`config.mk`:
```
export PLATFORM = sky130hd
export DESIGN_NAME = paddle_ctrl
export DESIGN_NICKNAME = d
export VERILOG_FILES = /design/src/rtl/paddle_ctrl.sv
export SDC_FILE = /design/constraint.sdc
export NUM_CORES = 1
export LEC_CHECK = 0
export ABC_AREA = 1
export BUFFER_PORTS_ARGS = -buffer_cell sky130_fd_sc_hd__buf_2
export CAP_MARGIN = 5
export CORE_ASPECT_RATIO = 0.8
export CORE_UTILIZATION = 57
export DETAILED_ROUTE_END_ITERATION = 12
export PLACE_DENSITY = 0.77
export SYNTH_ARGS = -nofsm -noshare
export SYNTH_HDL_FRONTEND = slang
export SYNTH_SLANG_ARGS = --single-unit
export TNS_END_PERCENT = 30
```
`constraint.sdc`:
```
create_clock -name clk -period 2.4 [get_ports clk]
set_input_delay 0.24 -clock clk [delete_from_list [all_inputs] [get_ports clk]]
set_output_delay 0.24 -clock clk [all_outputs]
set_load 0.005 [all_outputs]
```
`src/rtl/paddle_ctrl.sv`:
```
// Game-mode controller: sequences DEMO/PLAY/PAUSE and owns both paddle positions.
// All outputs registered; positions and mode change one cycle after the causing tick or start press.
module paddle_ctrl #(
    parameter int Y_MIN       = 62,
    parameter int Y_MAX       = 418,
    parameter int STEP        = 4,
    parameter int IDLE_FRAMES = 1800
) (
    input  logic        clk,
    input  logic        rst,
    input  logic        tick,
    input  logic        start,
    input  logic        p1_up,
    input  logic        p1_dn,
    input  logic        p2_up,
    input  logic        p2_dn,
    input  logic [10:0] demo_p1_y,
    input  logic [10:0] demo_p2_y,
    output logic        demo_en,
    output logic [10:0] p1_y,
    output logic [10:0] p2_y,
    output logic [1:0]  mode,
    output logic        play_start
);

    localparam int CW = $clog2(IDLE_FRAMES) + 1;

    typedef enum logic [1:0] {
        DEMO  = 2'b00,
        PLAY  = 2'b01,
        PAUSE = 2'b10
    } state_e;

    state_e        state_q, state_d;
    logic [10:0]   p1_y_q, p1_y_d, p2_y_q, p2_y_d;
    logic [CW-1:0] idle_q, idle_d;
    logic          play_start_q, play_start_d;
    logic          start_q;
    logic          armed_q;
    logic          start_press;
    logic          any_btn;

    // 12-bit arithmetic so a step below zero cannot wrap before clamping.
    function automatic logic [10:0] move(input logic [10:0] y, input logic up, input logic dn);
        logic [11:0] y12;
        logic [11:0] r;
        y12 = {1'b0, y};
        r   = y12;
        if (up && !dn) begin
            r = (y12 < 12'(Y_MIN + STEP)) ? 12'(Y_MIN) : y12 - 12'(STEP);
        end else if (dn && !up) begin
            r = ((y12 + 12'(STEP)) > 12'(Y_MAX)) ? 12'(Y_MAX) : y12 + 12'(STEP);
        end
        return r[10:0];
    endfunction

    // armed_q blocks a start level held through reset release from counting as a press.
    assign start_press = start & ~start_q & armed_q;
    assign any_btn     = p1_up | p1_dn | p2_up | p2_dn;

    always_comb begin
        state_d      = state_q;
        p1_y_d       = p1_y_q;
        p2_y_d       = p2_y_q;
        idle_d       = idle_q;
        play_start_d = 1'b0;
        case (state_q)
            DEMO: begin
                p1_y_d = demo_p1_y;
                p2_y_d = demo_p2_y;
                if (start_press) begin
                    state_d      = PLAY;
                    idle_d       = '0;
                    play_start_d = 1'b1;
                end
            end
            PLAY: begin
                if (start_press) begin
                    state_d = PAUSE;
                end else if (tick) begin
                    p1_y_d = move(p1_y_q, p1_up, p1_dn);
                    p2_y_d = move(p2_y_q, p2_up, p2_dn);
                    if (any_btn) begin
                        idle_d = '0;
                    end else if (idle_q == CW'(IDLE_FRAMES - 1)) begin
                        state_d = DEMO;
                    end else begin
                        idle_d = idle_q + CW'(1);
                    end
                end
            end
            PAUSE: begin
                if (start_press) begin
                    state_d = PLAY;
                end
            end
            default: state_d = DEMO;
        endcase
    end

    always_ff @(posedge clk or posedge rst) begin
        if (rst) begin
            state_q      <= DEMO;
            p1_y_q       <= 11'(Y_MIN);
            p2_y_q       <= 11'(Y_MAX);
            idle_q       <= '0;
            play_start_q <= 1'b0;
            start_q      <= 1'b0;
            armed_q      <= 1'b0;
        end else begin
            state_q      <= state_d;
            p1_y_q       <= p1_y_d;
            p2_y_q       <= p2_y_d;
            idle_q       <= idle_d;
            play_start_q <= play_start_d;
            start_q      <= start;
            armed_q      <= armed_q | ~start;
        end
    end

    assign mode       = state_q;
    assign demo_en    = (state_q == DEMO);
    assign p1_y       = p1_y_q;
    assign p2_y       = p2_y_q;
    assign play_start = play_start_q;

endmodule

```
# Word-level counts from Yosys, hierarchy flattened
# Index checks and enable logic that the tools add are counted.
[word_totals]
ff_bits = 39
input_bits = 30
out_inout_bits = 26
word_cells = 80
[classes]
n_addsub = 5
order_cmp = 4
n_eq_ne = 13
muxes = 28
n_bitwise = 8
reduce_logical = 15
[ops]
columns = ["op", "count"]
rows = [
  ["$mux W11", 12],
  ["$mux W12", 5],
  ["$pmux W11 S2", 2],
  ["$add A11 B3 Y12 const B", 2],
  ["$gt A12 B9 Y1 const B", 2],
  ["$pmux W12 S2", 1],
  ["$lt A11 B7 Y1 const B", 2],
  ["$sub A11 B3 Y11 const B", 2],
  ["$ne A3 B3 Y1 const B", 6],
  ["$add A12 B1 Y12 const B", 1],
  ["$eq A12 B11 Y1 const B", 1],
  ["$reduce_and A4 Y1", 3],
  ["$mux W2", 5],
  ["$reduce_and A5 Y1", 1],
  ["$logic_and A1 B1 Y1", 4],
  ["$logic_not A1 Y1", 4],
  ["$ne A2 B1 Y1 const B", 2],
  ["$ne A2 B2 Y1 const B", 2],
  ["$or A1 B1 Y1", 4],
  ["$pmux W2 S2", 1],
  ["$and A1 B1 Y1", 2],
  ["$eq A2 B1 Y1 const B", 1],
  ["$eq A2 B2 Y1 const B", 1],
  ["$logic_not A2 Y1", 1],
  ["other kinds (4)", 6],
]

# Logic depth before layout (Yosys ltp)
# Gate-level depths: netlist of the first run.
[depth]
word_depth = 8
depth_mapped = 15
ltp_nobuf = 15

# Worst setup path before layout of the first run
# OpenSTA, ideal clock, no wires.
[synth_path]
kind = "register to register"
from = "register p1_y_q[2], in the netlist p1_y[2]"
to = "register p1_y_q[0], in the netlist p1_y[0]"
setup_time_ps = 117
arrival_time_ps = 1714
required_time_ps = 2283
path_slack_ps = 569
stages_incl_launch_ff = 16
path_buffers = 0
period_less_slack_ps = 1831
path_cell_list = "dfstp_2 > inv_1 > ha_1 > inv_1 > nand2_1 > nor2_1 > nand2_1 > nand2_1 > o21bai_1 > nand3_2 > nand2_1 > nand2_1 > nand2_1 > nand2_1 > nand2_1 > nand2_1"
[synth_via]
elab_chain_len = 8
word_cells_on_any_way = 10
classes_between = "add/sub (1); order compare (2); mux (7)"
[synth_lines]
columns = ["item", "line", "rtl"]
rows = [
  ["start, declared", "35", "logic [10:0] p1_y_q, p1_y_d, p2_y_q, p2_y_d;"],
  ["start signal, assigned", "104", "p1_y_q <= 11'(Y_MIN);"],
  ["start signal, assigned", "112", "p1_y_q <= p1_y_d;"],
  ["$add A11 B3 Y12", "n/a", ""],
  ["$gt A12 B9 Y1", "52", "r = ((y12 + 12'(STEP)) > 12'(Y_MAX)) ? 12'(Y_MAX) : y12 + 12'(STEP);"],
  ["$mux W11", "52", ""],
  ["$mux W11", "51", "end else if (dn && !up) begin"],
  ["$mux W11 (*)", "49", "if (up && !dn) begin"],
  ["$mux W11 (*)", "80", "end else if (tick) begin"],
  ["$mux W11 (*)", "78", "if (start_press) begin"],
  ["$pmux W11 S2 (*)", "67", "case (state_q)"],
]
# Mark *: on every way between the ends. The rest lies on a longest branch, timed or not. The select of a mux whose other input is x is not followed.
# A chain may end at the register's enable or synchronous reset.

# Worst setup path in the final report of the first run
# Ends and elaborated chain as after synthesis.

==> results of run 1 <==
[worst register-to-register path: cells and delay by family (launching register included)]
kind,cells,cell delay (ns)
AND/OR/NAND/NOR,11,0.71
buffers and inverters,2,0.15
flip-flops,1,0.62
AO/OA/AOI/OAI,1,0.15
adder cells (fa/ha/maj),1,0.31
[cell usage in the layout (no fill, tap or decap), types with 2 or more instances in the layout]
| cell | count |
|---|---|
| or2_2 | 5 |
| dfrtp_1 | 30 |
| nand2_1 | 129 |
| a21boi_0 | 2 |
| nor3_1 | 8 |
| o21ai_2 | 7 |
| a21oi_2 | 3 |
| nand2_4 | 2 |
| dfstp_2 | 9 |
| xor2_1 | 14 |
| inv_1 | 62 |
| nand3b_1 | 2 |
| ha_1 | 10 |
| a21boi_1 | 4 |
| buf_2 | 55 |
| o21ai_1 | 3 |
| o21bai_1 | 2 |
| o22ai_1 | 5 |
| nor2_1 | 51 |
| nand2_2 | 4 |
| clkbuf_8 | 5 |
| nor2_2 | 3 |
| nand3_2 | 3 |
| xnor2_1 | 2 |
| a21oi_1 | 20 |
| buf_4 | 4 |
| nand3_1 | 33 |
| nand4_1 | 10 |
| inv_2 | 2 |
| o21ai_0 | 18 |
[worst max path at each step]
| stage | end | slack (ns) | cells past startpoint |
|---|---|---|---|
| after CTS | p1_y[0] | 0.38 | 15 |
| after floorplan | p1_y[0] | 0.57 | 15 |
| after detailed placement | p1_y[0] | 0.40 | 15 |
| after global routing | p1_y[6] | 0.20 | 10 |
| final | p1_y[0] | 0.36 | 15 |
| after global placement | p1_y[0] | 0.51 | 15 |
[power by group through the flow]
| stage | Combinational [µW] | Sequential (µW) | Clock [µW] |
|---|---|---|---|
| finish | 2790 | 1280 | 566 |
| global route | 3190 | 1320 | 607 |
| CTS | 2780 | 1270 | 575 |
| detailed placement | 2770 | 1280 | 0 |
| global placement | 2730 | 1270 | 0 |
| floorplan | 2170 | 1210 | 0 |
[flip-flops by register name (all words and copies together), names as in the netlist]
name and count:
play_start 1, mode 2, start_q 1, p1_y 11, armed_q 1, idle_q 12
p2_y 11
[routing by layer]
metal / up-vias / global-route usage [%] / part of all wire (%)
met5: - / 0 / 0
met4: 0 / 5.08 / 0.63
met3: 7 / 5.12 / 6.1
met2: 104 / 45.6 / 44
met1: 1412 / 37.9 / 49
li1: 1587 / - / -
[metrics by stage]
stage | hold slack (ns) | setup slack (ns) | total power, µW | instance area [µm²]
2_1_floorplan | 0.271 | 0.569 | 3370 | 3150
3_3_place_gp | 0.363 | 0.508 | 4000 | 3460
3_5_place_dp | 0.364 | 0.403 | 4050 | 3460
4_1_cts | 0.0606 | 0.378 | 4630 | 3570
5_1_grt | 0.0552 | 0.198 | 5110 | 3570
6_report | 0.0504 | 0.358 | 4630 | 3570
[cell families after synthesis]
family	synth area share (%)
simple gates	35.8
buf+inv	10.5
compound gates	13.5
flops	31.3
xor+xnor	4.96
fa+ha+maj	3.97
[area by class of cell]
class	count	area, µm²
clock buffer	5	68.8
clock inverter	3	43.8
fill	445	1580
inverter	66	250
multi-input combinational	348	1840
sequential	39	987
tap	62	77.6
timing repair buffer	59	305
==> run metrics, run 1 <==
outcome finished, final reports clean; ANT cells 0; Int Power about 2300 µW; Clock Path Buffers 2; PortBufs 55; Critical Path AT about 2.2 ns; vias in the first global route roughly 2700; row count 23; CP max FO 8; Ys Warns 0; H-Tree Depth 2; fraction of registers with async set/reset 100%; Worst Reg-to-Reg Cells 15; area delta synth->final 13.2%; Post-CTS Repair Setup Buffers 0; drc violations 0; global-route wire length before repair around 12000 µm; register bit total from synthesis 39; Clock transition at path regs 0.09 ns; Critical Path Start Type flop; Post-Route WL 7470 µm; Clk pwr share between 10% and 20%; FF-to-FF Start p1_y[2]; Final Hold Viols 0; initial antenna violation count 0; routed len/inst 12.8 µm; initial core utilization around 61%; EDFF count, synth 0; Crit-path slowest cell dfstp_2; share of Yosys cell area claimed by the top area cell type between 20% and 30%; Worst Setup End Kind flop; detailed placement HPWL ~5400 µm; Placed Cells between 500 and 600; CP required about 2.6 ns; actual slew at the worst max-slew pin approximately 0.61 ns; fmax around 490 MHz; die area slightly below 6000 µm²; Final Skew between 0.007 and 0.008 ns; Synth cell types 42; Setup crit start p1_y[2]; Syn Inst Count roughly 470; fin. max-slew vios 0; Primary FF master, synth dfrtp_1; Most Frequent Cell on Critical Path nand2_1; top post-synthesis cells by count nand2_1, inv_1, nor2_1; die width between 80 and 90 µm; Clock Sinks 39; initial DRC count 250; GPL Wtd Cong about 0.93; RSZ-0062 raised after global routing no; largest net degree at the start of global routing 40; Slew HR approximately three fifths; Total GRT Usage between 20% and 30%; share of layout cells above drive strength 1 between 20% and 30%; Final min period approximately 2.0 ns; Sw Pwr around 2300 µW; slowest stage delay, CP 0.62 ns; Worst-Skew Late Latency between 0.2 and 0.3 ns; sequential area share after synthesis 31.3%; boundary pin count 56; TritonCTS buffer count 5; fin util ~69%; Setup violations, final 0; Lkg Pwr ~0.0018 µW; clk root buf clkbuf_8; final period utilization between 80% and 90%; Pre-antenna DRT Iters 5; syn_nets around 500; dominant cell by count in the synthesized netlist nand2_1; Final Non-Filler Cells between 500 and 600; CP delay by family, top simple AND/OR/NAND/NOR gates; flop-to-flop setup slack about 0.36 ns; largest area contributor in the netlist dfrtp_1; total grt overflow 0; CTS resizes 0; ANT nets after route 0; via count of the routed design about 3100; Pwr Density about 1300 nW/µm²; Worst Hold Class in -> async; Worst R2R End p1_y[0]; Vert. Die Dim 68.5 µm; Hold Buf Count CTS 0; Synth area leaders dfrtp_1, nand2_1, dfstp_2, inv_1, nor2_1; Crit Path Class reg -> reg; core area a little over 5000 µm²; cell area after synthesis 3150 µm²; TritonCTS clock tree built; setup TNS 0 ns; via/cell ratio ~5.3; nets around 560; WP buf/inv 2; worst path cell trace inv_1 > ha_1 > inv_1 > nand2_1 > nor2_1 > nand2_1 > nand2_1 > o21bai_1 > nand3_2 > nand2_1 > nand2_1 > nand2_1 > nand2_1 > nand2_1 > nand2_1; Logic pwr share 60.2%; VDD IR-drop max 0.924 mV; Max Cap Viol 0; sequential share of power between 20 and 30%; sw frac approximately half; Mapped Avg Cell Area 6.78 µm²
Power figures use the tool's default switching activity.
==> inputs of run 2 (changes only) <==
--- a/config.mk
+++ b/config.mk
@@ -9,9 +9,9 @@
 export BUFFER_PORTS_ARGS = -buffer_cell sky130_fd_sc_hd__buf_2
 export CAP_MARGIN = 5
 export CORE_ASPECT_RATIO = 0.8
-export CORE_UTILIZATION = 57
+export CORE_UTILIZATION = 55
 export DETAILED_ROUTE_END_ITERATION = 12
-export PLACE_DENSITY = 0.77
+export PLACE_DENSITY = 0.75
 export SYNTH_ARGS = -nofsm -noshare
 export SYNTH_HDL_FRONTEND = slang
 export SYNTH_SLANG_ARGS = --single-unit
==> run 2 against run 1 <==
Effect of this change:
- design area hardly changed
- sequential power hardly changed
- global-route usage shrank 0.20 points
- sequential share of layout area is essentially flat
- routed wire length grew 3.5%
- critical path depth unchanged
- non-clock buffer count up 1
- total power decreased by 1.9%
- clock power down 20%
- first-iteration DRC count shrank 19%
- highest routed layer unchanged
==> run metrics, run 2 (same netlist as run 1, synthesis figures left out) <==
Placed Cells slightly below 600; initial antenna violation count 0; H-Tree Depth 2; Worst Hold Class in -> reg; global-route wire length before repair 12800 µm; Filler Cell Count ~520; routed len/inst approximately 13 µm; Final Skew 0.00491 ns; fin. max-slew vios 0; ANT nets after route 0; commonest cells after routing, fill and taps aside nand2_1, inv_1, buf_2, nor2_1, nand3_1; clk root buf clkbuf_8; Post-Route WL between 7000 and 8000 µm; WP buf/inv 2; Vert. Die Dim around 70 µm; CP delay by family, top simple AND/OR/NAND/NOR gates; Worst-Skew Late Latency roughly 0.3 ns; die area between 6000 and 7000 µm²; CTS resizes 0; GPL Wtd Cong around 0.94; max reg flops 12; Setup violations, final 0; ANT cells 0; via/cell ratio 5.16; CP required about 2.6 ns; Hold WS 0.0548 ns; vias in the first global route between 2000 and 3000; share of layout cells above drive strength 1 around a fifth; outcome finished, final reports clean; footprint of the multi-input gates between 1500 and 2000 µm²; total grt overflow 0; Lkg Pwr 0.00183 µW; Most Frequent Cell on Critical Path nand2_1; CP max FO 8; Worst R2R End p1_y[0]; initial core utilization 57.4%; Place WS between 0.4 and 0.5 ns; flop-to-flop setup slack 0.38 ns; nets 560; Slew HR between 50% and 60%; via count of the routed design slightly above 3000; Clock Sinks 39; Critical Path AT 2.22 ns; largest net degree at the start of global routing 35; Final Non-Filler Cells 599; worst hold start start; Pwr Density 1270 nW/µm²; actual slew at the worst max-slew pin between 0.6 and 0.7 ns; slowest stage delay, CP slightly above 0.6 ns; fmax roughly 500 MHz; Post-CTS Repair Setup Buffers 0; Max Cap Viol 0; most flop-heavy register idle_q; area delta synth->final 13.1%; VDD IR-drop max about 0.9 mV; core area 5500 µm²; Worst Setup End Kind flop; Worst Hold Path EP start_q; final period utilization 84.2%; Total GRT Usage 27.1%; setup TNS 0 ns; commonest non-fill, non-tap cell in the layout nand2_1; Hold Buf Count CTS 1; initial DRC count just over 200; Worst Reg-to-Reg Cells 15; number of cells on the worst hold path 1; die width ~87 µm; Crit Path Class reg -> reg; FF-to-FF Start p1_y[2]; Register Area 987 µm²; detailed placement HPWL 5780 µm; drc violations 0; Clock Path Buffers 2; Pre-antenna DRT Iters 4; worst path cell trace inv_1 > ha_1 > inv_1 > nand2_1 > nor2_1 > nand2_1 > nand2_1 > o21bai_1 > nand3_2 > nand2_1 > nand2_1 > nand2_1 > nand2_1 > nand2_1 > nand2_1; PnR worst setup slack ~0.38 ns; PortBufs 55; TritonCTS clock tree built; Critical Path Start Type flop; Crit-path slowest cell dfstp_2; TritonCTS buffer count 5; row count 24; Final min period roughly 2.0 ns; boundary pin count 56; Clock transition at path regs around 0.08 ns; Final Hold Viols 0; RSZ-0062 raised after global routing no
[run 2: changes by cell type in the layout (fill, tap and decap cells not counted), sizes merged]
cell,delta
dlygate4sd3,+1
bufinv,-1
clkinv,-1
clkbuf,+2
[run 2: how the worst max path moves through the flow]
stage | to | cells past startpoint | from
5_1_grt | p2_y[5] | 8 | mode[1]
2_1_floorplan | p1_y[0] | 15 | p1_y[2]
4_1_cts | p1_y[0] | 15 | p1_y[2]
6_report | p1_y[0] | 15 | p1_y[2]
3_3_place_gp | p1_y[0] | 15 | p1_y[2]
3_5_place_dp | p1_y[0] | 15 | p1_y[2]
[run 2: cell type report]
cell class | count | share of cell area, %
well taps | 78 | 2.74
clock inverters | 1 | 0.140
repair buffers | 60 | 8.84
clock buffers | 7 | 2.14
inverters | 66 | 7.02
flip-flops and latches | 39 | 27.7
multi-input cells | 348 | 51.5
[run 2: layer usage]
layer  global-route usage (%)  vias to the layer above  share of wire, %
met4                     8.89                        0               1.4
met2                     42.2                       90                44
met1                     38.7                     1397                50
li1                         -                     1593                 -
met3                     3.93                       11               4.6
met5                        0                        -                 0
[run 2: through the flow]
stage / area (µm²) / total power [µW] / util, %
after CTS: 3570 / 4540 / 64.9
final: 3570 / 4540 / 64.9
after floorplan: 3150 / 3370 / -
after detailed placement: 3480 / 4070 / 63.3
after global routing: 3570 / 4990 / 64.9
after global placement: 3480 / 4010 / 63.3
[run 2: worst reg2reg max path, cell delays in order, from the launching register on]
cell	delay, ns
dfstp_2	0.61
inv_1	0.09
ha_1	0.30
inv_1	0.05
nand2_1	0.06
nor2_1	0.04
nand2_1	0.05
nand2_1	0.05
o21bai_1	0.14
nand3_2	0.12
nand2_1	0.08
nand2_1	0.06
nand2_1	0.08
nand2_1	0.08
nand2_1	0.07
nand2_1	0.04
[run 2: report_power, final]
group          internal (µW)  total (µW)  switching (µW)
registers                943        1280             335
clock network            204         453             249
logic                   1040        2810            1770
total                   2190        4540            2350
==> inputs of run 3 (changes only) <==
==> constraint.sdc (replaced) <==
create_clock -name clk -period 2 [get_ports clk]
set_input_delay 0.2 -clock clk [delete_from_list [all_inputs] [get_ports clk]]
set_output_delay 0.2 -clock clk [all_outputs]
set_load 0.005 [all_outputs]
==> run 3 against run 2 <==
Effect of this change:
- global-route usage increased by 0.68 points
- clock power is 37% higher
- first-iteration DRC count is 34% lower
- clock skew grew 0.0075 ns
- count of clock-buffer cells in the layout stayed put
- critical path depth is the same
- non-clock buffer count is 11 higher
- final cell count is 1.8% higher
- flip-flop and latch count is the same
- largest power group unchanged
- total power up 30%
- largest cell class unchanged
==> run metrics, run 3 (same netlist as run 1, synthesis figures left out) <==
outcome finished, final reports clean; Clock Path Buffers 2; actual slew at the worst max-slew pin just under 0.6 ns; clk root buf clkbuf_8; CP required between 2 and 2.5 ns; boundary pin count between 50 and 60; ANT cells 0; Int Power between 2000 and 3000 µW; die area roughly 6000 µm²; CP delay by family, top simple AND/OR/NAND/NOR gates; slowest stage delay, CP around 0.63 ns; Logic pwr share between 60% and 70%; initial antenna violation count 0; sequential share of power a little over a quarter; PortBufs 55; setup TNS 0 ns; Sw Pwr between 2000 and 3000 µW; Most Frequent Cell on Critical Path nand2_1; Max Cap Viol 0; Critical Path AT 2.18 ns; vias in the first global route around 2900; total grt overflow 0; Tot Pwr 5900 µW; detailed placement HPWL 5940 µm; Register Area around 990 µm²; via/cell ratio about 5.2; ANT nets after route 0; global-route wire length before repair around 13000 µm; Critical Path Start Type flop; Final Hold Viols 0; Setup violations, final 0; core area around 5500 µm²; commonest non-fill, non-tap cell in the layout nand2_1; TritonCTS buffer count 5; H-Tree Depth 2; Lkg Pwr between 0.0015 and 0.002 µW; max reg flops 12; Final min period approximately 2.0 ns; GPL Wtd Cong just under 1; fmax between 500 and 600 MHz; Hold WS 0.0244 ns; fin. max-slew vios 0; Final Skew 0.0124 ns; area delta synth->final 18.9%; Vert. Die Dim between 60 and 70 µm; Clock transition at path regs approximately 0.090 ns; row count 24; CP max FO 5; commonest cells after routing, fill and taps aside nand2_1, inv_1, buf_2, nor2_1, nand3_1; initial core utilization 57.4%; die width between 80 and 90 µm; routed len/inst around 13 µm; via count of the routed design 3185; WP buf/inv 2; Worst Setup End Kind flop; RSZ-0062 raised after global routing yes; Pre-antenna DRT Iters 4; nets roughly 570; worst path cell trace inv_4 > ha_4 > inv_2 > nand2_1 > nor2_1 > nand2_1 > nand2_1 > o21bai_1 > nand3_2 > nand2_2 > nand2_2 > nand2_2 > nand2_2 > nand2_1 > nand2_1; VDD IR-drop max between 1 and 1.5 mV; Worst Hold Class in -> reg; Worst-Skew Late Latency around 0.30 ns; share of layout cells above drive strength 1 between 20 and 30%; TritonCTS clock tree built; Filler Cell Count ~500; Clk pwr share 10.5%; Crit Path Class reg -> reg; Crit-path slowest cell dfstp_2; Total GRT Usage ~28%; Clock Sinks 39; Pwr Density 1570 nW/µm²; largest net degree at the start of global routing 29; Post-Route WL about 8000 µm; final period utilization between 90% and 100%; sw frac 50.5%; fin util between 60% and 70%; Slew HR 60.5%; initial DRC count between 100 and 150; most flop-heavy register idle_q; footprint of the multi-input gates about 1900 µm²; drc violations 0
==> run 3: changes by cell type in the layout (fill, tap and decap cells not counted), moves of 2 or more <==
cell	delta
inv_1	-3
nand2_1	-5
inv_2	+2
buf_12	+2
clkbuf_1	-2
buf_4	+9
nand2_2	+5
ha_4	+2
clkbuf_8	+2
ha_1	-2
==> run 3: final timing paths <==
| kind | start | end | slack, ns | cells after the start |
|---|---|---|---|---|
| setup / recovery | p1_y[2] | p1_y[0] | 0.02 | 15 |
| hold / removal | start | start_q | 0.02 | 1 |
| setup reg to reg | p1_y[2] | p1_y[0] | 0.02 | 15 |
| hold reg to reg | armed_q | armed_q | 0.48 | 1 |
| max in group asynchronous | rst | p2_y[8] | 0.87 | 4 |
| min in group asynchronous | rst | p1_y[6] | 0.49 | 3 |
==> run 3: repair_timing <==
action / in CTS / in global routing
endpoints found under the hold margin: 7 / 0
gates resized for setup: 0 / 15
setup endpoints to repair: 0 / 9
hold buffers: 1 / 0
buffers inserted: 0 / 5
==> run 3: metal layers <==
metal  up-vias  track usage [%]  routed length (µm)
li1       1611                -                   -
met1      1444             40.3                3750
met2       117             42.6                3570
met3        13             5.48                 552
met4         0             6.85                 123
met5         -                0                   0
==> run 3: worst register-to-register path: cells and delay by family (launching register included) <==
family                     cells  cell delay (ns)
and+or+nand+nor               11             0.72
DFF                            1             0.63
adders and majority gates      1             0.27
AOI/OAI and AO/OA              1             0.17
buffers and inverters          2             0.09
==> run 3: final cells by class <==
type	count	share of cell area (%)
Tap cell	78	2.60
Sequential cell	39	26.3
Clock buffer	7	2.57
Timing Repair Buffer	71	11.3
Inverter	66	6.74
Clock inverter	1	0.200
Multi-Input combinational cell	348	50.3
==> run 3: power groups by stage <==
stage | Clock (µW) | Combinational [µW] | Sequential, µW
global placement | 0 | 3450 | 1510
CTS | 633 | 3520 | 1510
floorplan | 0 | 2600 | 1450
detailed placement | 0 | 3490 | 1530
global route | 653 | 4210 | 1580
finish | 620 | 3740 | 1540
==> run 3: metrics by stage <==
step,worst slack (ns),cells,instance area (µm²)
6_report,0.0159,610,3750
5_1_grt,-0.149,610,3750
4_1_cts,0.0124,605,3660
3_5_place_dp,0.0294,596,3550
3_3_place_gp,0.0978,596,3550
2_1_floorplan,0.169,465,3150
